## src/rtl/if_fetch_unit.sv

```systemverilog
// IF stage: PC owner and instruction fetcher over a req/gnt/rvalid port.
// Buffers fetched words in a 2-entry FIFO and presents the head to IF/ID.
module if_fetch_unit #(
    parameter logic [31:0] RESET_PC  = 32'h0000_0000,
    parameter logic [31:0] NOP_INSTR = 32'h0000_0000
) (
    input  logic        clk,
    input  logic        reset,
    input  logic        Stall,
    input  logic        PCSrc,
    input  logic [31:0] BranchTarget,
    output logic        imem_req,
    output logic [31:0] imem_addr,
    input  logic        imem_gnt,
    input  logic        imem_rvalid,
    input  logic [31:0] imem_rdata,
    output logic        InstrValid,
    output logic [31:0] Instruction_out,
    output logic [31:0] PCPlus4_out,
    output logic [31:0] PC_out
);

    typedef enum logic [1:0] {
        S_REQ,
        S_WAIT,
        S_KILL
    } state_t;

    state_t      r_state;
    state_t      w_state_nxt;
    logic [31:0] r_pc;
    logic [31:0] w_pc_nxt;
    logic [31:0] r_req_pc;
    logic [31:0] w_req_pc_nxt;
    logic [31:0] r_q_instr [2];
    logic [31:0] r_q_addr  [2];
    logic        r_rd;
    logic [1:0]  r_count;
    logic        w_push;
    logic        w_pop;
    logic        w_wr;

    always_ff @(posedge clk) begin
        if (reset) begin
            r_state  <= S_REQ;
            r_pc     <= RESET_PC;
            r_req_pc <= RESET_PC;
        end else begin
            r_state  <= w_state_nxt;
            r_pc     <= w_pc_nxt;
            r_req_pc <= w_req_pc_nxt;
        end
    end

    always_comb begin
        w_state_nxt  = r_state;
        w_pc_nxt     = r_pc;
        w_req_pc_nxt = r_req_pc;
        w_push       = 1'b0;
        imem_req     = (r_state == S_REQ) && (r_count != 2'd2)
                       && !PCSrc && !reset;
        unique case (r_state)
            S_REQ: begin
                if (PCSrc) begin
                    w_pc_nxt = BranchTarget;
                end else if (imem_req && imem_gnt) begin
                    w_req_pc_nxt = r_pc;
                    w_pc_nxt     = r_pc + 32'd4;
                    w_state_nxt  = S_WAIT;
                end
            end
            S_WAIT: begin
                if (PCSrc) begin
                    w_pc_nxt    = BranchTarget;
                    w_state_nxt = imem_rvalid ? S_REQ : S_KILL;
                end else if (imem_rvalid) begin
                    w_push      = 1'b1;
                    w_state_nxt = S_REQ;
                end
            end
            S_KILL: begin
                // The killed response still has to drain before reissuing
                if (PCSrc) begin
                    w_pc_nxt = BranchTarget;
                end
                if (imem_rvalid) begin
                    w_state_nxt = S_REQ;
                end
            end
            default: begin
                w_state_nxt = S_REQ;
            end
        endcase
    end

    assign imem_addr = r_pc;

    assign InstrValid      = (r_count != 2'd0) && !reset;
    assign Instruction_out = InstrValid ? r_q_instr[r_rd] : NOP_INSTR;
    assign PC_out          = InstrValid ? r_q_addr[r_rd] : 32'd0;
    assign PCPlus4_out     = InstrValid ? r_q_addr[r_rd] + 32'd4 : 32'd0;

    assign w_pop = InstrValid && !Stall && !PCSrc;
    assign w_wr  = r_rd ^ r_count[0];

    always_ff @(posedge clk) begin
        if (reset) begin
            r_count <= 2'd0;
            r_rd    <= 1'b0;
        end else if (PCSrc) begin
            r_count <= 2'd0;
            r_rd    <= 1'b0;
        end else begin
            if (w_pop) begin
                r_rd <= ~r_rd;
            end
            if (w_push && !w_pop) begin
                r_count <= r_count + 2'd1;
            end else if (!w_push && w_pop) begin
                r_count <= r_count - 2'd1;
            end
        end
    end

    always_ff @(posedge clk) begin
        if (w_push) begin
            r_q_instr[w_wr] <= imem_rdata;
            r_q_addr[w_wr]  <= r_req_pc;
        end
    end

endmodule

```

## config.mk

```make
export PLATFORM = sky130hd
export DESIGN_NAME = if_fetch_unit
export DESIGN_NICKNAME = d
export VERILOG_FILES = /design/src/rtl/if_fetch_unit.sv
export SDC_FILE = /design/constraint.sdc
export NUM_CORES = 1
export LEC_CHECK = 0
export CORE_MARGIN = 10
export CORE_UTILIZATION = 45
export DETAILED_ROUTE_END_ITERATION = 16
export DONT_BUFFER_PORTS = 1
export PLACE_DENSITY_LB_ADDON = 0.15
export SETUP_SLACK_MARGIN = 0.2
export SLEW_MARGIN = 40
export SYNTH_ARGS = -nofsm -noshare
export SYNTH_HDL_FRONTEND = slang
export SYNTH_SLANG_ARGS = --single-unit
```

## constraint.sdc

```tcl
create_clock -name clk -period 5.71 [get_ports clk]
set_clock_uncertainty 0.05 [all_clocks]
set_input_delay 0.8565 -clock clk [delete_from_list [all_inputs] [get_ports clk]]
set_output_delay 0.8565 -clock clk [all_outputs]
set_load 0.02 [all_outputs]
```

==> run summary <==
Status -> finished clean
GRT met2 Usage -> 23.7%
Post-CTS Setup Inserts -> 0
Mapped Nets -> 988
Post-synthesis sequential area ratio -> 55.7%
Hold Path Sink -> r_q_addr[1][10]$_DFFE_PP_
Num CTS Buffers -> 17
Clk slew on worst S/H paths -> 70 ps
Setup violators final -> 0
Worst skew pair latency -> 430 ps
Initial Util -> 46.1%
GPL Wtd Cong -> 0.821
Proportion of layout cells with a drive suffix above 1 -> 7.94%
1st-iter DRT viols -> 441
Synth Instances -> 911
F_max -> 234 MHz
Busiest grt layer -> met1
Routed Antenna Nets -> 0
ANT cells -> 0
Congestion Overflow GR -> 0
Residual DRC -> 0
Vias in the first global route -> 6201
Number of synthesized flops with an enable pin -> 128
CTS Hold Buffers Added -> 0
Final Cycle Share -> 75.0%
Final wirelength -> 23800 µm
Crit path launch type -> flip-flop
Worst Hold Launch -> r_req_pc[10]$_SDFFE_PP0P_
Most frequent CP cell -> buf_12
Via count -> 6763
CP max FO -> 39
Critical path depth -> 7
Top-area cell type share of the netlist area -> 40.8%
Setup TNS Final -> 0 ps
Pre-Repair DR Iteration Count -> 5
Synth top area cells -> edfxtp_1 41%, dfxtp_1 15%, mux2i_1 6.7%
WHS -> 404 ps
GRT Overall Usage -> 17.3%
WP data arrival -> 3370 ps
First-pass GRT wire length -> 37100 µm
Met3 GRT Util -> 7.02%
RSZ-0062 raised after global routing -> false
Io pins -> 200
Final min period -> 4280 ps
# port buffers -> 0
R2R Setup Slk -> 2940 ps
VDD IR max -> 0.000208 V
CTS Root Cell -> clkbuf_16
CTS tree -> built
# nets final -> 959
Die W -> 165 µm
Worst reg2reg path depth -> 6
Initial antenna violation count -> 0
Count of cell types in the netlist -> 74
Crit Path Category -> flip-flop to primary output
Post-CTS Resized -> 0
Area delta synth->final -> 8.33%
Critical R2R Launch -> imem_addr[2]$_SDFFE_PP0P_
Post-Syn Area -> 9420 µm²
Cell family with most CP delay -> compound AO/OA/AOI/OAI gates
Slew margin rel. -> 39.9%
Syn avg cell area -> 10.3 µm²
Hold Crit Depth -> 0
Main synth FF type -> edfxtp_1
H-tree levels -> 4
P_leak -> 3.21 nW
Async set-reset flop share out of synthesis -> 0%
Routed length per instance -> 20.5 µm
Setup crit end kind -> primary output
Final hold vios -> 0
Pwr Density -> 283 nW/µm²
Cell taking the most area after synthesis -> edfxtp_1
Clk buf depth -> 2
Max-capacitance violation count -> 0
Vias per std cell -> 5.81
WP buf/inv -> 2
Worst EP required -> 4800 ps
Core Area -> 20400 µm²
# rows -> 52
Synth warnings -> 0
Die Height -> 165 µm
Synthesized flop and latch total -> 198
Crit-path max cell delay -> 580 ps
Reg-to-Reg End -> imem_addr[30]$_SDFFE_PP0P_
Highest-delay cell along the critical path -> o21ai_0
DIE AREA -> 27100 µm²
Critical path cell sequence -> buf_12 -> buf_12 -> mux2i_1 -> a211oi_4 -> nand4_2 -> or4_1 -> o21ai_0
Largest net degree at the start of global routing -> 85
Clock sinks -> 198
Worst Hold Class -> flip-flop to flip-flop
Worst Max-Slew Pin Slew -> 895 ps
Fin. max-slew vios -> 0
Post-DP HPWL -> 16900 µm
Global routing usage on met1 -> 24.8%
flip-flops by register name, summed over array words and instances, names as in the netlist, named ones only:
register	count
r_q_addr	64
r_q_instr	64
r_state	2
imem_addr	32
r_req_pc	32
r_count	2
r_rd	1
layout make-up:
type                            count  area, µm²
Multi-Input combinational cell    642       3890
Clock buffer                       17        425
Tap cell                          270        338
Inverter                           12       45.0
Clock inverter                     14        119
Sequential cell                   198       5250
Fill cell                        1882      10200
Timing Repair Buffer               11        131
worst max path at each step:
stage / startpoint / to / slack [ps]
floorplan: PCSrc / r_q_addr[0][0]$_DFFE_PP_ / 1230
global placement: flip-flop / PCPlus4_out[27] / 1510
detailed placement: flip-flop / PCPlus4_out[27] / 1830
CTS: flip-flop / PCPlus4_out[27] / 1370
global route: flip-flop / PCPlus4_out[27] / 1210
finish: flip-flop / PCPlus4_out[27] / 1430
cells in the mapped netlist, drive strengths merged, types with 3 or more instances:
| library cell | instances |
|---|---|
| a311oi | 6 |
| o21a | 3 |
| mux2i | 63 |
| and3 | 12 |
| nand4 | 20 |
| dfxtp | 70 |
| o22ai | 5 |
| ha | 7 |
| o311ai | 4 |
| nor4 | 12 |
| o31ai | 8 |
| buf | 22 |
| nor3 | 25 |
| a21o | 6 |
| nand2b | 9 |
| xnor2 | 6 |
| xor2 | 6 |
| or4 | 5 |
| o21ai | 65 |
| edfxtp | 128 |
| a31oi | 8 |
| mux2 | 5 |
| inv | 11 |
| and2 | 9 |
| o31a | 8 |
| o211ai | 4 |
| or3 | 3 |
| nand2 | 125 |
| nand3b | 3 |
| nand4b | 5 |
| nor2 | 106 |
| a21oi | 35 |
| and4 | 5 |
| a211oi | 9 |
| clkbuf | 37 |
| nand3 | 26 |
| or2 | 5 |
layer usage:
| layer | part of all wire [%] | up-vias |
|---|---|---|
| met3 | 11 | 11 |
| li1 | - | 3299 |
| met1 | 47 | 3196 |
| met2 | 41 | 257 |
| met5 | 0 | - |
| met4 | 0.80 | 0 |
per-stage QoR:
stage	area (µm²)	total power [W]	std cells	util, %	worst slack, ps
floorplan	9420	0.00175	911	-	1230
global placement	9560	0.00179	1130	46.8	1510
detailed placement	9640	0.00180	1133	47.2	1830
CTS	10200	0.00290	1164	49.8	1370
global route	10200	0.00301	1164	49.9	1210
finish	10200	0.00289	1164	49.9	1430
placed cells by master (no fill, tap or decap), types with 9 or more instances in the layout:
cell type,instances
o21ai_0,62
mux2i_1,63
a21oi_1,35
nand3_1,26
and3_1,11
nand2_1,125
inv_1,11
nor4_1,10
edfxtp_1,128
nand4_1,18
clkbuf_16,17
nor3_1,23
dfxtp_1,69
nand2b_1,9
nor2_1,102
kinds of logic (layout without fill, tap and decap cells):
family / count (synthesis) / in the layout / synth area share [%]
AOI/OAI and AO/OA: 181 / 181 / 12.5
buffers and inverters: 71 / 54 / 3.51
adders and majority gates: 7 / 7 / 0.930
xor gates and xnor gates: 12 / 12 / 1.12
muxes: 68 / 68 / 7.30
DFF: 198 / 198 / 55.7
and+or+nand+nor: 374 / 374 / 19.0
report_power, final:
group	internal [W]	total [W]	switching, W
combinational	0.0000497	0.000139	0.0000896
clock	0.000569	0.00112	0.000551
sequential	0.00155	0.00163	0.0000746
No activity file was read; power rests on OpenSTA's default activity.
